**src/rtl/port_tx_engine.sv**
```systemverilog
// -----------------------------------------------------------------------------
// port_tx_engine
//
// Egress engine of one switch output port. It sits on the read side of the
// port's output FIFO. It pops complete packets one byte at a time and presents
// them on a byte-wide valid/ready interface with start/end-of-packet markers.
// A packet whose destination address (DA) differs from PORT_ID is still popped
// byte by byte, but it is never shown on the port.
//
// Packet layout in the FIFO: DA, SA, LEN, then LEN payload bytes (LEN may be 0).
//
// Ports
//   clk           rising-edge clock
//   rst_n         asynchronous active-low reset
//   fifo_empty    output FIFO empty flag
//   fifo_data     FIFO read data, valid the cycle after fifo_rd_en
//   fifo_rd_en    FIFO pop strobe, one cycle per byte
//   port_valid    port_data holds a valid byte
//   port_ready    downstream accepts the byte this cycle
//   port_data     transmitted byte
//   port_sop      current byte is the DA byte
//   port_eop      current byte is the last byte of the packet
//   busy          a packet is in progress
//   tx_pkt_cnt    packets fully transmitted (wraps)
//   drop_pkt_cnt  packets drained without transmission (wraps)
// -----------------------------------------------------------------------------
module port_tx_engine #(
  parameter int                 W_WIDTH   = 8,
  parameter logic [W_WIDTH-1:0] PORT_ID   = '0,
  parameter int                 CNT_WIDTH = 16
) (
  input  logic                 clk,
  input  logic                 rst_n,
  input  logic                 fifo_empty,
  input  logic [W_WIDTH-1:0]   fifo_data,
  output logic                 fifo_rd_en,
  output logic                 port_valid,
  input  logic                 port_ready,
  output logic [W_WIDTH-1:0]   port_data,
  output logic                 port_sop,
  output logic                 port_eop,
  output logic                 busy,
  output logic [CNT_WIDTH-1:0] tx_pkt_cnt,
  output logic [CNT_WIDTH-1:0] drop_pkt_cnt
);

  // ---------------------------------------------------------------------------
  // State encoding
  // ---------------------------------------------------------------------------
  localparam logic [2:0] ST_IDLE = 3'd0;  // waiting for a packet
  localparam logic [2:0] ST_RD   = 3'd1;  // pop one byte (stalls on underrun)
  localparam logic [2:0] ST_CAP  = 3'd2;  // capture popped byte
  localparam logic [2:0] ST_SEND = 3'd3;  // hold byte until handshake
  localparam logic [2:0] ST_NEXT = 3'd4;  // advance or finish the packet

  // Byte index positions inside a packet.
  localparam logic [8:0] IDX_DA  = 9'd0;
  localparam logic [8:0] IDX_LEN = 9'd2;

  logic [2:0]         state;
  // Nine bits so the last byte of a LEN=255 packet (index 257) is reachable.
  logic [8:0]         byte_idx;
  logic [W_WIDTH-1:0] remaining;   // LEN field of the packet in progress
  logic               drop;        // packet in progress is being discarded
  logic               last;        // byte just captured is the final one

  // Decisions taken on the byte being captured this cycle. At index 0 the drop
  // verdict and at index 2 the length are not yet registered, so both are
  // derived from fifo_data directly.
  logic               cap_drop;
  logic               cap_last;
  logic [8:0]         last_idx;

  // NOTE: every signal assigned in an always_comb gets a default at the top of
  // the block, so no path leaves it unassigned and no latch is inferred.
  always_comb begin
    cap_drop = drop;
    cap_last = 1'b0;
    last_idx = {{(9 - W_WIDTH){1'b0}}, remaining} + IDX_LEN;

    if (byte_idx == IDX_DA) begin
      cap_drop = (fifo_data != PORT_ID);
    end

    if (byte_idx == IDX_LEN) begin
      cap_last = (fifo_data == '0);
    end else if (byte_idx > IDX_LEN) begin
      cap_last = (byte_idx == last_idx);
    end
  end

  // Pop only from RD, and never while the FIFO reports empty. This is decoded
  // from registered state, so it is low throughout reset.
  assign fifo_rd_en = (state == ST_RD) && !fifo_empty;
  assign busy       = (state != ST_IDLE);

  // NOTE: sequential state uses non-blocking assignments only, so every
  // register samples the values from before this clock edge.
  always_ff @(posedge clk or negedge rst_n) begin
    if (!rst_n) begin
      state        <= ST_IDLE;
      byte_idx     <= '0;
      remaining    <= '0;
      drop         <= 1'b0;
      last         <= 1'b0;
      port_valid   <= 1'b0;
      port_data    <= '0;
      port_sop     <= 1'b0;
      port_eop     <= 1'b0;
      tx_pkt_cnt   <= '0;
      drop_pkt_cnt <= '0;
    end else begin
      case (state)
        ST_IDLE: begin
          if (!fifo_empty) begin
            state <= ST_RD;
          end
        end

        ST_RD: begin
          // An empty FIFO here is a mid-packet underrun. Wait indefinitely.
          if (!fifo_empty) begin
            state <= ST_CAP;
          end
        end

        ST_CAP: begin
          port_data <= fifo_data;
          drop      <= cap_drop;
          last      <= cap_last;
          if (byte_idx == IDX_LEN) begin
            remaining <= fifo_data;
          end
          if (!cap_drop) begin
            port_valid <= 1'b1;
            port_sop   <= (byte_idx == IDX_DA);
            port_eop   <= cap_last;
            state      <= ST_SEND;
          end else begin
            state      <= ST_NEXT;
          end
        end

        ST_SEND: begin
          // port_valid is always set in this state, so port_ready alone
          // completes the handshake.
          if (port_ready) begin
            port_valid <= 1'b0;
            port_sop   <= 1'b0;
            port_eop   <= 1'b0;
            state      <= ST_NEXT;
          end
        end

        ST_NEXT: begin
          if (last) begin
            byte_idx <= '0;
            last     <= 1'b0;
            if (drop) begin
              drop_pkt_cnt <= drop_pkt_cnt + 1'b1;
            end else begin
              tx_pkt_cnt   <= tx_pkt_cnt + 1'b1;
            end
            drop  <= 1'b0;
            state <= ST_IDLE;
          end else begin
            byte_idx <= byte_idx + 1'b1;
            state    <= ST_RD;
          end
        end

        default: begin
          state <= ST_IDLE;
        end
      endcase
    end
  end

endmodule

```
**config.mk**
```make
export PLATFORM = sky130hd
export DESIGN_NAME = port_tx_engine
export DESIGN_NICKNAME = d
export VERILOG_FILES = /design/src/rtl/port_tx_engine.sv
export SDC_FILE = /design/constraint.sdc
export NUM_CORES = 1
export LEC_CHECK = 0
export ABC_CLOCK_PERIOD_IN_PS = 4300
export CAP_MARGIN = 5
export CORE_UTILIZATION = 65
export CTS_CLUSTER_SIZE = 8
export DETAILED_ROUTE_END_ITERATION = 8
export DONT_BUFFER_PORTS = 1
export HOLD_SLACK_MARGIN = 0.06
export PLACE_DENSITY_LB_ADDON = 0.2
export SYNTH_ARGS = -nofsm -noshare
export SYNTH_HDL_FRONTEND = slang
export SYNTH_SLANG_ARGS = --single-unit
```
**constraint.sdc**
```tcl
create_clock -name clk -period 4.3 [get_ports clk]
set_input_delay 0.645 -clock clk [delete_from_list [all_inputs] [get_ports clk]]
set_output_delay 0.645 -clock clk [all_outputs]
set_load 0.01 [all_outputs]
```
* After elaboration in Yosys (flattened, before gate mapping) *
Cells that the tools add are included.

word-level totals
  register bits after elaboration = 65
  latch bits = 0
  memory bits (writable) = 0
  bits in read-only memories = 0
  input port bits = 12
  output and inout port bits = 45
  memories = 0

operators by class
  $add $sub $neg = 4
  multipliers = 0
  divide/modulo/power cells = 0
  order comparisons = 1
  equal/unequal tests = 11
  shifts and indexed selects = 0
  mux-type cells = 20
  bitwise logic cells = 1
  reductions and logical operators = 15

operators with widths
  operator                                                               count
  16-bit by 1-bit adder with 16-bit output (second input constant)       2
  3-bit case mux with 5 select lines                                     1
  3-bit 2-to-1 mux                                                       4
  3-bit AND reduction                                                    4
  2-bit != test (second input constant)                                  5
  1-bit case mux with 2 select lines                                     5
  8-bit by 2-bit adder with 9-bit output (second input constant)         1
  9-bit by 1-bit adder with 9-bit output (second input constant)         1
  9-bit by 2-bit == test with 1-bit output (second input constant)       1
  9-bit == test                                                          1
  9-bit by 2-bit > comparator with 1-bit output (second input constant)  1
  9-bit logical NOT                                                      1
  1-bit 2-to-1 mux                                                       9
  9-bit 2-to-1 mux                                                       1
  8-bit logical NOT                                                      1
  8-bit nonzero test                                                     1
  3-bit by 2-bit == test with 1-bit output (second input constant)       2
  2-bit AND reduction                                                    2
  2-bit nonzero test                                                     2
  3-bit by 1-bit == test with 1-bit output (second input constant)       1
  3-bit == test (second input constant)                                  1
  3-bit logical NOT                                                      1
  3-bit nonzero test                                                     1
  1-bit logical AND                                                      1
  2 further kinds                                                        2

* Logic depth before layout (Yosys ltp) *
  word-level depth = 6
  gate-level depth with buffers = 7

* Least setup slack after synthesis *
Ideal clock, no wire load.

  path kind = register to register
  start point = reg byte_idx[5]
  end point = reg state[2]
  setup time = 77 ps
  data arrival time = 1,617 ps
  required time = 4,223 ps
  path slack = 2,605 ps
  stages on the path, launching flop included = 7
  buffers on the path = 1
  clock period less this slack = 1,695 ps
  cells stage by stage = dfrtp_1 buf_2 nor4_4 nand3_1 mux2i_4 or2_2 a21oi_1

on the way
  word-level cells in the longest chain between the ends = 4

ends and longest elaborated chain
  what                                line  text
  start: declaration                  62    logic [8:0] byte_idx;
  start signal: assignment            167   byte_idx <= byte_idx + 1'b1;
  9-bit logical NOT                   81    if (byte_idx == IDX_DA) begin
  1-bit 2-to-1 mux                    81
  3-bit 2-to-1 mux                    134   if (!cap_drop) begin
  3-bit case mux with 5 select lines  113   case (state)
  end signal: assignment              116   state <= ST_RD;
  end signal: assignment              138   state <= ST_SEND;
  end signal: assignment              140   state <= ST_NEXT;
  end: declaration                    60    logic [2:0] state;

Every way passes these cells.
A chain may end at the register's enable or synchronous reset.

* Worst setup path after layout *
  start point = reg state[0]
  end point = out fifo_rd_en

on the way
  word-level cells in the longest chain between the ends = 2

ends and longest elaborated chain
  what                                      line  text
  start signal: assignment                  101   state <= ST_IDLE;
  start signal: assignment                  116
  start signal: assignment                  123   state <= ST_CAP;
  3-bit by 1-bit == test with 1-bit output  94    assign fifo_rd_en = (state == ST_RD) && !fifo_empty;
  1-bit logical AND                         94
  end: declaration                          36    output logic fifo_rd_en,

Every way passes these cells.

==> flow_metrics.tcl <==
set metrics [dict create \
    clk_transition_reported_paths_ps 70 \
    routedWlPerCell_microns 15.5 \
    die_y_microns 72.0 \
    fin_crit_ps 2020 \
    dr.pass1.iters 4 \
    row_count 25 \
    synth_edf_count 0 \
    synth_nets 323 \
    tns_ps 0 \
    path_class "reg2out" \
    path_cells "nand2b_1 > nor3_1" \
    cap_viol_max_count 0 \
    routed_wl_mm 5.86 \
    hold_path_class "in2async" \
    maxSlewHeadroom_pct 54.9 \
    finalHoldViolCount 0 \
    antenna_found_initial 0 \
    drt-initial-drc-count 157 \
    clockBufferDepth 2 \
    reg2reg_from "state[0]" \
    synthDistinctLibCells 45 \
    setup_viol 0 \
    nNetsFinal 326 \
    coreArea_sq_um 4720 \
    comb_power_share_pct 25.1 \
    clk_latency_ps 330 \
    n_antenna_cell 0 \
    status "finished, final reports clean" \
    cp-start-kind "register" \
    grt_pass1_vias 2132 \
    ys_seq_area_share_pct 51.0 \
    dieArea_sq_um 5190 \
    via_per_inst 5.67 \
    cp-end-kind "output port" \
    synth_area_sq_um 3190 \
    cts_made_buffers 9 \
    switchingPower_mw 0.629 \
    clock_sinks 65 \
    grt_start_max_net_pins 66 \
    fmaxAchievable_mhz 495 \
    p_int_mw 1.23 \
    ys_ff_latch 65 \
    netSwitchingFraction_pct 33.8 \
    fill_cells 343 \
    r2r_cells 5 \
    ys_warn_count 0 \
    layout_worst_path_cycle_share_pct 46.9 \
    initial_core_util_pct 67.5 \
    cts_root_buffer "clkbuf_8" \
    grt_usage_pct 24.9 \
    r2r-end "drop_pkt_cnt[11]" \
    cts_tree "yes" \
    drive_gt1_share_pct 11.5 \
    max_stage_delay_ps 560 \
    overflow 0 \
    syn_avg_cell_area_sq_um 10.4 \
    crit_required_ps 3650 \
    synthArstFlopShare_pct 100 \
    synth_flop_cell "dfrtp_1" \
    report.final.slew_viol_count 0 \
    p_leak_nw 1.57 \
    ir_drop_mv 0.356 \
    grt_pass1_wl_mm 9.78 \
    area_growth_pct 7.38 \
    rsz0062_at_grt "false" \
    io-pin-count 57 \
    cp.arrival_ps 1370 \
    vias 2150 \
    p_per_area_nw_per_um2 543 \
    worst_pin_slew_ps 674 \
    syn_inst 305 \
    die_width_microns 72.0 \
    io_buffers 0 \
    path_buf_inv 0 \
    whs_ps 188 \
    drc 0 \
    ant_nets 0 \
    hpwlAfterDp_mm 4.10 \
    cts-resized-gates 0 \
    pwr-share-clk_pct 25.4 \
    gp_congestion 0.753 \
    crit_path_max_fanout 13 \
    h-tree-depth 3 \
    path_delay_family "flip-flops" \
    r2r_slack_ps 2320 \
    slowest_stage "dfrtp_1" \
    skew_ps 7.83 \
    sequentialPowerShare_pct 49.4 \
]
==> synth_stat cells, types with 4 or more instances <==
master	instances	area (sq um)
and3_1	7	43.8
clkbuf_1	4	15.0
dfrtp_1	65	1630
ha_1	6	75.1
mux2_2	11	124
nand2_1	49	184
nand2b_1	4	25.0
nand3_1	17	85.1
nand4_1	11	68.8
nor2_1	23	86.3
nor2b_1	4	25.0
o21ai_0	11	55.1
xnor2_1	28	245
xor2_1	16	140
==> worst reg2reg max path: cells and delay by family (launching register included) <==
family / cells / cell delay [ps]
DFF: 1 / 510
and+or+nand+nor: 4 / 1240
xor gates and xnor gates: 1 / 160
==> flip-flops by register name, summed over array words and instances, names as in the netlist <==
name          count
remaining         8
port_data         8
port_valid        1
byte_idx          9
last              1
port_sop          1
port_eop          1
tx_pkt_cnt       16
drop              1
state             3
drop_pkt_cnt     16
==> per-layer routing <==
metal	part of all wire (%)	wire length [microns]	vias to the layer above	GRT usage [%]
met5	0	0	-	0
met4	1.1	62	0	8.50
met3	5.6	330	6	9.17
met2	47	2770	51	39.1
met1	46	2690	1043	32.4
li1	-	-	1050	-
==> layout by cell type (no fill, tap or decap), drive strengths merged, types with 2 or more instances in the layout <==
master / n
dfrtp: 65
nand2: 49
xnor2: 28
nor2: 26
nand3: 17
xor2: 16
o21ai: 12
mux2: 11
nand4: 11
clkbuf: 11
and3: 7
ha: 6
nand2b: 4
nor2b: 4
nor4: 4
inv: 3
nor3: 3
and4: 3
clkinv: 3
or2: 3
mux2i: 3
o2bb2ai: 2
a31oi: 2
a21oi: 2
or3: 2
==> metrics by stage <==
step | utilization [%] | total power, mW | instance area [sq um] | cells | setup slack [ps]
after CTS | 72.5 | 1.87 | 3420 | 379 | 2280
after global placement | 68.1 | 1.36 | 3220 | 363 | 2380
final | 72.5 | 1.86 | 3420 | 379 | 2280
after global routing | 72.5 | 1.97 | 3420 | 379 | 2180
after floorplan | - | 1.29 | 3190 | 305 | 2610
after detailed placement | 68.1 | 1.38 | 3220 | 363 | 2350
==> worst max path at each step <==
stage               slack (ps)  cells after the start        start          endpoint
floorplan                 2610                      6  byte_idx[5]          state[2]
global placement          2380                      5     state[0]  drop_pkt_cnt[14]
detailed placement        2350                      5     state[0]  drop_pkt_cnt[14]
CTS                       2280                      2     state[0]        fifo_rd_en
global route              2180                      5     state[0]  drop_pkt_cnt[14]
finish                    2280                      2     state[0]        fifo_rd_en
==> kinds of logic after synthesis <==
family | after synthesis | synth area share, %
buffers and inverters | 12 | 2.00
multiplexers | 14 | 5.22
AO/OA/AOI/OAI | 25 | 5.10
adder cells (fa/ha/maj) | 6 | 2.36
AND/OR/NAND/NOR | 139 | 22.2
flip-flops | 65 | 51.0
XOR/XNOR | 44 | 12.1
==> final cells by class <==
cell class | count | area [sq um] | share of cell area (%)
flip-flops and latches | 65 | 1630 | 47.5
multi-input cells | 228 | 1500 | 43.7
clock buffers | 11 | 131 | 3.84
well taps | 67 | 83.8 | 2.45
clock inverters | 4 | 45.0 | 1.32
repair buffers | 1 | 27.5 | 0.804
inverters | 3 | 11.3 | 0.329
==> power by group through the flow <==
stage	registers, mW	clock network (mW)	logic [mW]
3_3_place_gp	0.923	0	0.436
2_1_floorplan	0.862	0	0.426
5_1_grt	0.940	0.515	0.519
3_5_place_dp	0.929	0	0.453
4_1_cts	0.919	0.487	0.469
6_report	0.919	0.473	0.467
==> repair_timing <==
action                                  4_1_cts  5_1_grt
endpoints found under the setup margin        0        0
endpoints found under the hold margin        65        0
hold buffers                                  1        0
setup buffers                                 0        0
Note: power is estimated with default switching activity, not from simulation.
